==> src/rtl/alu_arbiter.sv <==
// rtl/alu_arbiter.sv - two-port request arbiter in front of a shared combinational ALU
//
// Purpose:
//   Two requesters share one ALU. In IDLE, one valid request is granted. Its
//   operands and control code are registered onto the ALU inputs. After one
//   EXEC cycle, the ALU output is captured into rsp_data and returned to the
//   granted port. That port must consume the result before the next grant.
//   Request to response latency is two cycles, and at most one request is
//   accepted every three cycles.
//
// Parameters:
//   FIXED_PRIO   0 = round-robin on ties, 1 = port 0 always wins ties
//
// Ports:
//   CPU_CLK, CPU_RST             clock, asynchronous active-high reset
//   reqN_valid / reqN_ready      request handshake for port N (0 = EX stage, 1 = aux)
//   reqN_op1, reqN_op2, reqN_ctrl  request payload for port N
//   rspN_valid / rspN_ready      response handshake for port N
//   rsp_data                     shared result bus, meaningful while a rspN_valid is high
//   alu_op1, alu_op2, alu_ctrl   registered operands/control driven to the ALU
//   alu_result                   combinational ALU output

module alu_arbiter #(
    parameter bit FIXED_PRIO = 1'b0
) (
    input  logic        CPU_CLK,
    input  logic        CPU_RST,

    input  logic        req0_valid,
    output logic        req0_ready,
    input  logic [31:0] req0_op1,
    input  logic [31:0] req0_op2,
    input  logic [3:0]  req0_ctrl,

    input  logic        req1_valid,
    output logic        req1_ready,
    input  logic [31:0] req1_op1,
    input  logic [31:0] req1_op2,
    input  logic [3:0]  req1_ctrl,

    output logic        rsp0_valid,
    input  logic        rsp0_ready,
    output logic        rsp1_valid,
    input  logic        rsp1_ready,
    output logic [31:0] rsp_data,

    output logic [31:0] alu_op1,
    output logic [31:0] alu_op2,
    output logic [3:0]  alu_ctrl,
    input  logic [31:0] alu_result
);

    typedef enum logic [1:0] {
        S_IDLE = 2'd0,
        S_EXEC = 2'd1,
        S_RESP = 2'd2
    } state_t;

    state_t      state_q, state_d;
    logic        prio_q, prio_d;        // 1 = port 1 is favoured on the next tie
    logic        grant_q, grant_d;      // port that owns the in-flight operation
    logic [31:0] alu_op1_q, alu_op1_d;
    logic [31:0] alu_op2_q, alu_op2_d;
    logic [3:0]  alu_ctrl_q, alu_ctrl_d;
    logic [31:0] rsp_data_q, rsp_data_d;
    logic        rsp0_valid_q, rsp0_valid_d;
    logic        rsp1_valid_q, rsp1_valid_d;

    logic        favour1;
    logic        grant0;
    logic        grant1;
    logic        accept;
    logic        consume;

    // With fixed priority the pointer is ignored, so port 0 wins every tie.
    assign favour1 = FIXED_PRIO ? 1'b0 : prio_q;
    assign grant0  = req0_valid & (~req1_valid | ~favour1);
    assign grant1  = req1_valid & ~grant0;

    assign accept  = (state_q == S_IDLE) & (grant0 | grant1);

    // Only the granted port's ready can retire the response.
    assign consume = (state_q == S_RESP) & (grant_q ? rsp1_ready : rsp0_ready);

    // Ready is combinational from the valids. It is gated by reset so that it
    // stays low for the whole time reset is asserted.
    assign req0_ready = ~CPU_RST & (state_q == S_IDLE) & grant0;
    assign req1_ready = ~CPU_RST & (state_q == S_IDLE) & grant1;

    always_comb begin
        state_d      = state_q;
        prio_d       = prio_q;
        grant_d      = grant_q;
        alu_op1_d    = alu_op1_q;
        alu_op2_d    = alu_op2_q;
        alu_ctrl_d   = alu_ctrl_q;
        rsp_data_d   = rsp_data_q;
        rsp0_valid_d = rsp0_valid_q;
        rsp1_valid_d = rsp1_valid_q;

        case (state_q)
            S_IDLE: begin
                if (accept) begin
                    alu_op1_d  = grant1 ? req1_op1  : req0_op1;
                    alu_op2_d  = grant1 ? req1_op2  : req0_op2;
                    alu_ctrl_d = grant1 ? req1_ctrl : req0_ctrl;
                    grant_d    = grant1;
                    // Favour whichever port did not just win.
                    prio_d     = grant0;
                    state_d    = S_EXEC;
                end
            end
            S_EXEC: begin
                rsp_data_d   = alu_result;
                rsp0_valid_d = ~grant_q;
                rsp1_valid_d = grant_q;
                state_d      = S_RESP;
            end
            S_RESP: begin
                if (consume) begin
                    rsp0_valid_d = 1'b0;
                    rsp1_valid_d = 1'b0;
                    state_d      = S_IDLE;
                end
            end
            default: begin
                rsp0_valid_d = 1'b0;
                rsp1_valid_d = 1'b0;
                state_d      = S_IDLE;
            end
        endcase
    end

    always_ff @(posedge CPU_CLK or posedge CPU_RST) begin
        if (CPU_RST) begin
            state_q      <= S_IDLE;
            prio_q       <= 1'b0;
            grant_q      <= 1'b0;
            alu_op1_q    <= '0;
            alu_op2_q    <= '0;
            alu_ctrl_q   <= '0;
            rsp_data_q   <= '0;
            rsp0_valid_q <= 1'b0;
            rsp1_valid_q <= 1'b0;
        end else begin
            state_q      <= state_d;
            prio_q       <= prio_d;
            grant_q      <= grant_d;
            alu_op1_q    <= alu_op1_d;
            alu_op2_q    <= alu_op2_d;
            alu_ctrl_q   <= alu_ctrl_d;
            rsp_data_q   <= rsp_data_d;
            rsp0_valid_q <= rsp0_valid_d;
            rsp1_valid_q <= rsp1_valid_d;
        end
    end

    assign alu_op1    = alu_op1_q;
    assign alu_op2    = alu_op2_q;
    assign alu_ctrl   = alu_ctrl_q;
    assign rsp_data   = rsp_data_q;
    assign rsp0_valid = rsp0_valid_q;
    assign rsp1_valid = rsp1_valid_q;

endmodule

==> config.mk <==
export PLATFORM = sky130hd
export DESIGN_NAME = alu_arbiter
export DESIGN_NICKNAME = d
export VERILOG_FILES = /design/src/rtl/alu_arbiter.sv
export SDC_FILE = /design/constraint.sdc
export NUM_CORES = 1
export LEC_CHECK = 0
export ABC_CLOCK_PERIOD_IN_PS = 4500
export CORE_AREA = 2 2 115 117
export DETAILED_ROUTE_END_ITERATION = 12
export DIE_AREA = 0 0 117 119
export GPL_TIMING_DRIVEN = 0
export HOLD_SLACK_MARGIN = 0.02
export PLACE_DENSITY_LB_ADDON = 0.12
export SLEW_MARGIN = 10
export SYNTH_ARGS = -nofsm -noshare
export SYNTH_HDL_FRONTEND = slang
export SYNTH_SLANG_ARGS = --single-unit
==> constraint.sdc <==
create_clock -name CPU_CLK -period 4.5 [get_ports CPU_CLK]
set_clock_uncertainty 0.2 [all_clocks]
set_input_delay 0.675 -clock CPU_CLK [delete_from_list [all_inputs] [get_ports CPU_CLK]]
set_output_delay 0.675 -clock CPU_CLK [all_outputs]
set_load 0.02 [all_outputs]
Word level (Yosys, flattened, before mapping)
Cells that the tools add are included.
{"block": "word_totals", "reg_bits": 106, "inputBits": 174, "output_inout_bits": 104, "elab_cells": 42}
{"block": "classes", "eq_ne": 4, "mux": 10, "bitwise_logic": 15, "n_reduce_logical": 4}
{"op": "$mux W32", "n": 2}
{"op": "$and A1 B1 Y1", "n": 7}
{"op": "$not A1 Y1", "n": 6}
{"op": "$pmux W1 S3", "n": 2}
{"op": "$pmux W2 S3", "n": 1}
{"op": "$reduce_and A2 Y1", "n": 3}
{"op": "$mux W2", "n": 2}
{"op": "$mux W4", "n": 1}
{"op": "$ne A2 B2 Y1 const B", "n": 2}
{"op": "$eq A2 B1 Y1 const B", "n": 1}
{"op": "$eq A2 B2 Y1 const B", "n": 1}
{"op": "$logic_not A2 Y1", "n": 1}
{"op": "$mux W1", "n": 2}
{"op": "$or A1 B1 Y1", "n": 2}

Logic depth before layout (Yosys ltp)
Gate-level depths: netlist of the first run.
{"block": "logic_depth", "ltp_word": 9, "depth_mapped": 8, "depth_no_buf": 3}

Worst setup path after synthesis of the first run
OpenSTA, ideal clock, no wires.
{"block": "synth_timing", "path_type": "input to output", "startpoint": "input req0_valid", "endpoint": "output req1_ready", "t_arrival_ns": 1.871, "required_time_ns": 3.625, "setup_slack_ns": 1.754, "cell_stages": 6, "path_buffers": 3, "cell_sequence": "nand2b_1 > clkbuf_1 > buf_2 > buf_2 > nand2_1 > nor3_1"}
{"block": "synth_between", "elab_chain_cells": 4}
{"element": "from (decl)", "line_no": "29", "source": "input logic req0_valid,"}
{"element": "$and A1 B1 Y1", "line_no": "77", "source": "assign grant0 = req0_valid & (~req1_valid | ~favour1);"}
{"element": "$not A1 Y1", "line_no": "78", "source": "assign grant1 = req1_valid & ~grant0;"}
{"element": "$and A1 B1 Y1", "line_no": "78"}
{"element": "$and A1 B1 Y1", "line_no": "88", "source": "assign req1_ready = ~CPU_RST & (state_q == S_IDLE) & grant1;"}
{"element": "to (decl)", "line_no": "36", "source": "output logic req1_ready,"}
No other way between the ends.

Worst setup path in the final report of the first run
Ends and elaborated chain as after synthesis.

==> run_summary.xml, run 1 <==
<?xml version="1.0" encoding="UTF-8"?>
<metrics>
  <group name="run_status">
    <metric name="run_status" unit="">completed</metric>
  </group>
  <group name="synth">
    <metric name="synth.ff_latch_count" unit="">106</metric>
    <metric name="synth_top_flop_cell" unit="">dfrtp_1</metric>
    <metric name="synthesis.instances" unit="">492</metric>
    <metric name="synth_area" unit="mm^2">0.00487</metric>
    <metric name="synth-edff-count" unit="">0</metric>
    <metric name="syn_nets" unit="">666</metric>
    <metric name="synth-async-reset-ratio" unit="%">100</metric>
    <metric name="ys.warnings.count" unit="">0</metric>
    <metric name="avgSynthCellArea" unit="um^2">9.90</metric>
    <metric name="synthDistinctLibCells" unit="">26</metric>
    <metric name="synth_seq_area_share" unit="%">54.5</metric>
  </group>
  <group name="setup_path">
    <metric name="cp_data_arrival_time" unit="ns">3.06</metric>
    <metric name="worst-path-max-fanout" unit="">10</metric>
    <metric name="cpMaxStageDelayCell" unit="">clkdlybuf4s50_1</metric>
    <metric name="critPathRequiredTime" unit="ns">3.62</metric>
    <metric name="crit_path_max_incr_delay" unit="ns">0.65</metric>
    <metric name="timing.setup.critical_path_class" unit="">input pin to output pin</metric>
    <metric name="crit_path_start_kind" unit="">input pin</metric>
    <metric name="worstPathCellList" unit="">clkdlybuf4s50_1 &gt; nand2b_1 &gt; clkbuf_1 &gt; buf_2 &gt; buf_2 &gt; nand2_1 &gt; nor3_1 &gt; clkdlybuf4s50_1</metric>
    <metric name="critPathCaptureType" unit="">output pin</metric>
  </group>
  <group name="timing">
    <metric name="hold_slack" unit="ns">0.304</metric>
    <metric name="layout_setup_ws" unit="ns">0.566</metric>
    <metric name="actual_transition_at_the_worst_max_transition_pin" unit="ns">0.532</metric>
    <metric name="totalNegativeSetupSlack" unit="ns">0</metric>
    <metric name="final_hold_viol_count" unit="">0</metric>
    <metric name="worst_slew_margin_rel" unit="%">64.5</metric>
    <metric name="period_minus_slack" unit="ns">3.93</metric>
    <metric name="clock.fmax" unit="MHz">254</metric>
    <metric name="final_min_period_over_clock_period" unit="%">87.4</metric>
    <metric name="maxSlewViolCount" unit="">0</metric>
    <metric name="setup-violations-final" unit="">0</metric>
    <metric name="grt_setup_unrepaired" unit="">no</metric>
  </group>
  <group name="clocking">
    <metric name="clock-sinks" unit="">106</metric>
    <metric name="clk_latency" unit="ns">0.33</metric>
    <metric name="clock-root-buffer" unit="">clkbuf_16</metric>
    <metric name="cts-buffers-inserted" unit="">9</metric>
    <metric name="cts_tree" unit="">yes</metric>
    <metric name="max-clock-path-buffers" unit="">2</metric>
    <metric name="cts_hold_repair.buffers" unit="">0</metric>
    <metric name="post-cts-setup-buffer-count" unit="">0</metric>
    <metric name="post_cts_clock_slew_at_the_launch_and_capture_registers_of_the_worst_setup_and_hold_paths" unit="ns">0.06</metric>
    <metric name="ctsResizeCount" unit="">0</metric>
    <metric name="htree_levels" unit="">3</metric>
  </group>
  <group name="detailed_routing">
    <metric name="routedWlPerCell" unit="um">18.0</metric>
    <metric name="postRouteAntennaNets" unit="">0</metric>
    <metric name="drc" unit="">0</metric>
    <metric name="drt-initial-drc-count" unit="">296</metric>
    <metric name="final_wirelength" unit="um">17200</metric>
    <metric name="firstDrtPassIters" unit="">6</metric>
    <metric name="vias" unit="">5148</metric>
    <metric name="drt-vias-per-instance" unit="">5.37</metric>
  </group>
  <group name="finish">
    <metric name="drive_gt1_share" unit="%">8.05</metric>
    <metric name="finish.net_count" unit="">954</metric>
    <metric name="layout_commonest_cell" unit="">clkdlybuf4s50_1</metric>
    <metric name="num_antenna_cells" unit="">0</metric>
    <metric name="fin_util" unit="%">63.3</metric>
    <metric name="most-common-layout-cells" unit="">clkdlybuf4s50_1 (276), dfrtp_1 (106), a21oi_1 (69), a31oi_1 (69), nand3_1 (68)</metric>
    <metric name="area_growth_syn_to_layout" unit="%">67.2</metric>
  </group>
  <group name="job">
    <metric name="cap_violations" unit="">0</metric>
  </group>
  <group name="power_and_ir_drop">
    <metric name="pwr_density_cell" unit="mW/mm^2">673</metric>
    <metric name="leakagePower" unit="nW">3.11</metric>
    <metric name="vdd.ir_drop.worst" unit="mV">0.244</metric>
  </group>
  <group name="placement">
    <metric name="portBuffers" unit="">276</metric>
    <metric name="hpwl" unit="um">13100</metric>
    <metric name="gp_congestion" unit="">0.835</metric>
    <metric name="dp_slack" unit="ns">0.527</metric>
  </group>
  <group name="grt">
    <metric name="track_usage" unit="%">23.9</metric>
    <metric name="grt_overflow" unit="">0</metric>
    <metric name="first_global_vias" unit="">5150</metric>
    <metric name="grt_pass1_wl" unit="um">26100</metric>
    <metric name="largest_net_degree_at_the_start_of_global_routing" unit="">56</metric>
    <metric name="grt_antenna_before_repair" unit="">0</metric>
  </group>
  <group name="floorplanning">
    <metric name="chipHeight" unit="um">119</metric>
    <metric name="boundary_pin_count" unit="">278</metric>
    <metric name="design.die.area" unit="mm^2">0.0139</metric>
    <metric name="die_x" unit="um">117</metric>
    <metric name="starting_density_of_the_core" unit="%">37.8</metric>
    <metric name="placement_rows" unit="">42</metric>
    <metric name="std_cell_core_area" unit="mm^2">0.0129</metric>
  </group>
  <group name="min_path">
    <metric name="min-delay-path-class" unit="">flip-flop to flip-flop</metric>
  </group>
</metrics>
==> cells by family after synthesis <==
logic type	count (synthesis)	share of synthesized area, %
buf+inv	61	5.45
mux	34	7.81
flops	106	54.5
compound gates	212	24.0
simple gates	79	8.30
==> critical path, delay by kind of cell <==
| kind | cells | cell delay [ns] |
|---|---|---|
| simple gates | 3 | 0.40 |
| buf+inv | 5 | 1.98 |
==> routing by layer <==
| metal | routed length [um] | global-route usage [%] | vias to the layer above |
|---|---|---|---|
| met2 | 8670 | 42.1 | 223 |
| li1 | - | - | 2402 |
| met3 | 1410 | 5.85 | 34 |
| met4 | 456 | 8.60 | 0 |
| met1 | 6690 | 28.0 | 2489 |
| met5 | 0 | 0 | - |
==> cells in the mapped netlist (all sizes together) (2+ instances only) <==
| cell | instances | area share, % |
|---|---|---|
| dfrtp | 106 | 54 |
| a21oi | 69 | 7.1 |
| a31oi | 69 | 8.9 |
| nand3 | 68 | 7.0 |
| o21ai | 68 | 7.0 |
| clkbuf | 46 | 3.5 |
| mux2 | 32 | 7.4 |
| buf | 12 | 1.7 |
| inv | 3 | 0.23 |
| o2bb2ai | 3 | 0.54 |
| a211oi | 2 | 0.31 |
| mux2i | 2 | 0.41 |
| nand2 | 2 | 0.15 |
| nand2b | 2 | 0.26 |
| or2 | 2 | 0.26 |
==> where the power goes <==
part	internal, mW	switching, mW	total (mW)
registers	1.45	0.262	1.71
clock network	0.372	0.341	0.713
logic	1.45	1.61	3.06
==> path summary, 6_finish.rpt <==
kind | endpoint | start | depth (start not counted) | slack [ns]
setup / recovery | req1_ready | req0_valid | 8 | 0.57
hold / removal | rsp_data[23]$_DFFE_PP0N_ | rsp_data[23]$_DFFE_PP0N_ | 1 | 0.30
setup reg to reg | alu_op2[10]$_DFFE_PP0P_ | favour1$_DFFE_PP0P_ | 5 | 2.25
hold reg to reg | rsp_data[23]$_DFFE_PP0N_ | rsp_data[23]$_DFFE_PP0N_ | 1 | 0.30
max in group asynchronous | alu_op1[29]$_DFFE_PP0P_ | CPU_RST | 3 | 2.86
min in group asynchronous | favour1$_DFFE_PP0P_ | CPU_RST | 2 | 0.61
==> layout make-up <==
type / count / area, um^2
clock inverters: 4 / 30.0
flip-flops and latches: 106 / 2650
fillers: 1110 / 4730
plain buffers: 58 / 254
inverters: 3 / 16.3
clock buffers: 10 / 229
repair buffers: 277 / 2790
multi-input cells: 325 / 1950
well taps: 176 / 220
==> through the flow <==
stage | total power [mW] | cell area [um^2] | instances
global route | 5.82 | 8150 | 959
floorplan | 3.33 | 4870 | 492
CTS | 5.53 | 8150 | 959
detailed placement | 4.81 | 7890 | 945
global placement | 4.72 | 7850 | 944
finish | 5.48 | 8150 | 959
==> sequential cells by signal (all words and copies together) (netlist names) <==
name,cells
grant_q,1
alu_op2,32
state_q,2
alu_op1,32
favour1,1
rsp0_valid,1
rsp1_valid,1
rsp_data,32
alu_ctrl,4
No activity file was read; power rests on OpenSTA's default activity.
==> inputs of run 2 (changes only) <==
--- a/config.mk
+++ b/config.mk
@@ -5,10 +5,11 @@
 export SDC_FILE = /design/constraint.sdc
 export NUM_CORES = 1
 export LEC_CHECK = 0
+export ABC_AREA = 1
 export ABC_CLOCK_PERIOD_IN_PS = 4500
-export CORE_AREA = 2 2 115 117
+export CORE_AREA = 2 2 119 121
 export DETAILED_ROUTE_END_ITERATION = 12
-export DIE_AREA = 0 0 117 119
+export DIE_AREA = 0 0 121 123
 export GPL_TIMING_DRIVEN = 0
 export HOLD_SLACK_MARGIN = 0.02
 export PLACE_DENSITY_LB_ADDON = 0.12
==> run_summary.xml, run 2 <==
<?xml version="1.0" encoding="UTF-8"?>
<metrics>
  <group name="synth">
    <metric name="yosysMostFrequentCell" unit="">nand2_1</metric>
    <metric name="synth_area" unit="mm^2">0.00531</metric>
    <metric name="syn_nets" unit="">926</metric>
    <metric name="synthesis.instances" unit="">752</metric>
    <metric name="synth_largest_area_cell" unit="">dfrtp_1</metric>
    <metric name="synth_seq_area_share" unit="%">49.9</metric>
    <metric name="ys.warnings.count" unit="">0</metric>
    <metric name="synth-async-reset-ratio" unit="%">100</metric>
    <metric name="avgSynthCellArea" unit="um^2">7.07</metric>
    <metric name="yosysTopAreaCellShare" unit="%">49.9</metric>
    <metric name="ys_top_cells_by_area" unit="">dfrtp_1 (50%), nand2_1 (22%), nand3_1 (13%), inv_1 (10%), buf_2 (1.7%)</metric>
    <metric name="synthDistinctLibCells" unit="">14</metric>
    <metric name="synth.ff_latch_count" unit="">106</metric>
    <metric name="synth_top_flop_cell" unit="">dfrtp_1</metric>
    <metric name="synth-edff-count" unit="">0</metric>
    <metric name="netlist_top_cells_count" unit="">nand2_1 (315), inv_1 (142), nand3_1 (137), dfrtp_1 (106)</metric>
  </group>
  <group name="timing">
    <metric name="worst_slew_margin_rel" unit="%">65.8</metric>
    <metric name="totalNegativeSetupSlack" unit="ns">0</metric>
    <metric name="maxSlewViolCount" unit="">0</metric>
    <metric name="setup-violations-final" unit="">0</metric>
    <metric name="actual_transition_at_the_worst_max_transition_pin" unit="ns">0.513</metric>
    <metric name="grt_setup_unrepaired" unit="">no</metric>
    <metric name="final_hold_viol_count" unit="">0</metric>
    <metric name="clock.fmax" unit="MHz">284</metric>
    <metric name="period_minus_slack" unit="ns">3.52</metric>
    <metric name="final_min_period_over_clock_period" unit="%">78.2</metric>
  </group>
  <group name="finish">
    <metric name="drive_gt1_share" unit="%">4.21</metric>
    <metric name="layout.area.seq" unit="mm^2">0.00265</metric>
    <metric name="num_antenna_cells" unit="">0</metric>
    <metric name="finish.net_count" unit="">1214</metric>
    <metric name="most-common-layout-cells" unit="">nand2_1 (315), clkdlybuf4s50_1 (276), inv_1 (141), nand3_1 (137), dfrtp_1 (106)</metric>
    <metric name="fin_util" unit="%">63.5</metric>
    <metric name="fill_cells" unit="">1222</metric>
    <metric name="layout_commonest_cell" unit="">nand2_1</metric>
    <metric name="area_growth_syn_to_layout" unit="%">62.5</metric>
    <metric name="multi_input_comb_area" unit="mm^2">0.00192</metric>
  </group>
  <group name="grt">
    <metric name="grt_antenna_before_repair" unit="">0</metric>
    <metric name="grt_pass1_wl" unit="um">25600</metric>
    <metric name="first_global_vias" unit="">5076</metric>
    <metric name="grt_overflow" unit="">0</metric>
    <metric name="track_usage" unit="%">22.0</metric>
    <metric name="largest_net_degree_at_the_start_of_global_routing" unit="">74</metric>
  </group>
  <group name="detailed_routing">
    <metric name="drt-vias-per-instance" unit="">4.44</metric>
    <metric name="drc" unit="">0</metric>
    <metric name="vias" unit="">5440</metric>
    <metric name="postRouteAntennaNets" unit="">0</metric>
    <metric name="final_wirelength" unit="um">16200</metric>
    <metric name="met1_length" unit="um">6890</metric>
    <metric name="topRoutingLayerUsed" unit="">met4</metric>
    <metric name="firstDrtPassIters" unit="">5</metric>
    <metric name="met3RoutedLength" unit="um">1190</metric>
    <metric name="drt-initial-drc-count" unit="">323</metric>
    <metric name="routedWlPerCell" unit="um">13.2</metric>
    <metric name="routed-wl-met2" unit="um">7690</metric>
  </group>
  <group name="setup_path">
    <metric name="crit_path_max_incr_delay" unit="ns">0.61</metric>
    <metric name="crit_path_start_kind" unit="">input pin</metric>
    <metric name="timing.setup.critical_path_class" unit="">input pin to output pin</metric>
    <metric name="critPathCaptureType" unit="">output pin</metric>
    <metric name="worst-path-max-fanout" unit="">10</metric>
    <metric name="critPathRequiredTime" unit="ns">3.62</metric>
    <metric name="worstPathCellList" unit="">clkdlybuf4s50_1 &gt; nand2_1 &gt; buf_4 &gt; nor2_1 &gt; inv_1 &gt; nor2_1 &gt; clkdlybuf4s50_1</metric>
    <metric name="cp_data_arrival_time" unit="ns">2.65</metric>
    <metric name="cpMaxStageDelayCell" unit="">clkdlybuf4s50_1</metric>
  </group>
  <group name="clocking">
    <metric name="post_cts_clock_slew_at_the_launch_and_capture_registers_of_the_worst_setup_and_hold_paths" unit="ns">0.07</metric>
    <metric name="post-cts-setup-buffer-count" unit="">0</metric>
    <metric name="cts_hold_repair.buffers" unit="">0</metric>
    <metric name="clock-sinks" unit="">106</metric>
    <metric name="ctsResizeCount" unit="">0</metric>
    <metric name="max-clock-path-buffers" unit="">2</metric>
    <metric name="clk_latency" unit="ns">0.34</metric>
    <metric name="clock-root-buffer" unit="">clkbuf_16</metric>
    <metric name="cts_tree" unit="">yes</metric>
    <metric name="htree_levels" unit="">3</metric>
    <metric name="cts-buffers-inserted" unit="">9</metric>
  </group>
  <group name="run_status">
    <metric name="run_status" unit="">completed</metric>
  </group>
  <group name="floorplanning">
    <metric name="placement_rows" unit="">43</metric>
    <metric name="starting_density_of_the_core" unit="%">39.0</metric>
    <metric name="design.die.area" unit="mm^2">0.0149</metric>
    <metric name="std_cell_core_area" unit="mm^2">0.0136</metric>
    <metric name="die_x" unit="um">121</metric>
    <metric name="boundary_pin_count" unit="">278</metric>
    <metric name="chipHeight" unit="um">123</metric>
  </group>
  <group name="power_and_ir_drop">
    <metric name="pwr_density_cell" unit="mW/mm^2">629</metric>
    <metric name="leakagePower" unit="nW">4.58</metric>
    <metric name="vdd.ir_drop.worst" unit="mV">0.323</metric>
  </group>
  <group name="job">
    <metric name="cap_violations" unit="">0</metric>
  </group>
  <group name="placement">
    <metric name="gp_congestion" unit="">0.837</metric>
    <metric name="hpwl" unit="um">12200</metric>
    <metric name="portBuffers" unit="">276</metric>
  </group>
  <group name="min_path">
    <metric name="min-delay-path-class" unit="">flip-flop to flip-flop</metric>
  </group>
</metrics>
run 2: critical path, delay by kind of cell:
kind	cells	cell delay, ns
buffers and inverters	4	1.52
and+or+nand+nor	3	0.45
run 2: cells by family (layout without fill, tap and decap cells):
kind of cell	count (synthesis)	in the layout	synth area share, %
buffers and inverters	186	478	14.0
DFF	106	106	49.9
AOI/OAI and AO/OA	3	3	0.565
and+or+nand+nor	457	457	35.5
run 2: power by group:
group / internal (mW) / switching (mW) / total, mW
Clock: 0.448 / 0.356 / 0.803
Sequential: 1.44 / 0.254 / 1.69
Combinational: 1.30 / 1.64 / 2.94
Total: 3.18 / 2.25 / 5.43
run 2: area by class of cell:
type / count / share of cell area [%]
repair buffers: 277 / 32.3
flip-flops and latches: 106 / 30.7
multi-input cells: 460 / 22.2
inverters: 144 / 6.32
clock buffers: 10 / 2.77
well taps: 180 / 2.61
plain buffers: 42 / 2.35
clock inverters: 5 / 0.739
run 2: per-layer routing:
metal	up-vias	global-route usage (%)
met5	-	0
met1	2415	27.4
met3	25	6.13
met2	184	36.2
li1	2816	-
met4	0	9.16
run 2: metrics by stage:
step | setup WS [ns] | hold WS, ns | std cells | area, um^2 | total power, mW
2_1_floorplan | 0.836 | 0.271 | 752 | 5310 | 3.23
3_3_place_gp | -0.987 | 0.258 | 1208 | 8300 | 4.63
3_5_place_dp | 0.966 | 0.262 | 1209 | 8330 | 4.67
4_1_cts | 0.953 | 0.279 | 1224 | 8640 | 5.50
5_1_grt | 0.839 | 0.293 | 1224 | 8640 | 5.84
6_report | 0.980 | 0.275 | 1224 | 8640 | 5.43
run 2: path summary, 6_finish.rpt:
check                           slack, ns  cells after the start                       to              startpoint
worst max register to register       2.77                      7  alu_op2[15]$_DFFE_PP0P_  state_q[0]$_DFFE_PP0P_
worst min register to register       0.28                      2   rsp1_valid$_DFFE_PP0P_  rsp1_valid$_DFFE_PP0P_
min in group asynchronous            0.55                      2   alu_op2[7]$_DFFE_PP0P_                 CPU_RST
worst min-delay path                 0.28                      2   rsp1_valid$_DFFE_PP0P_  rsp1_valid$_DFFE_PP0P_
worst max-delay path                 0.98                      7               req0_ready              req0_valid
max in group asynchronous            2.89                      3  alu_op1[13]$_DFFE_PP0P_                 CPU_RST
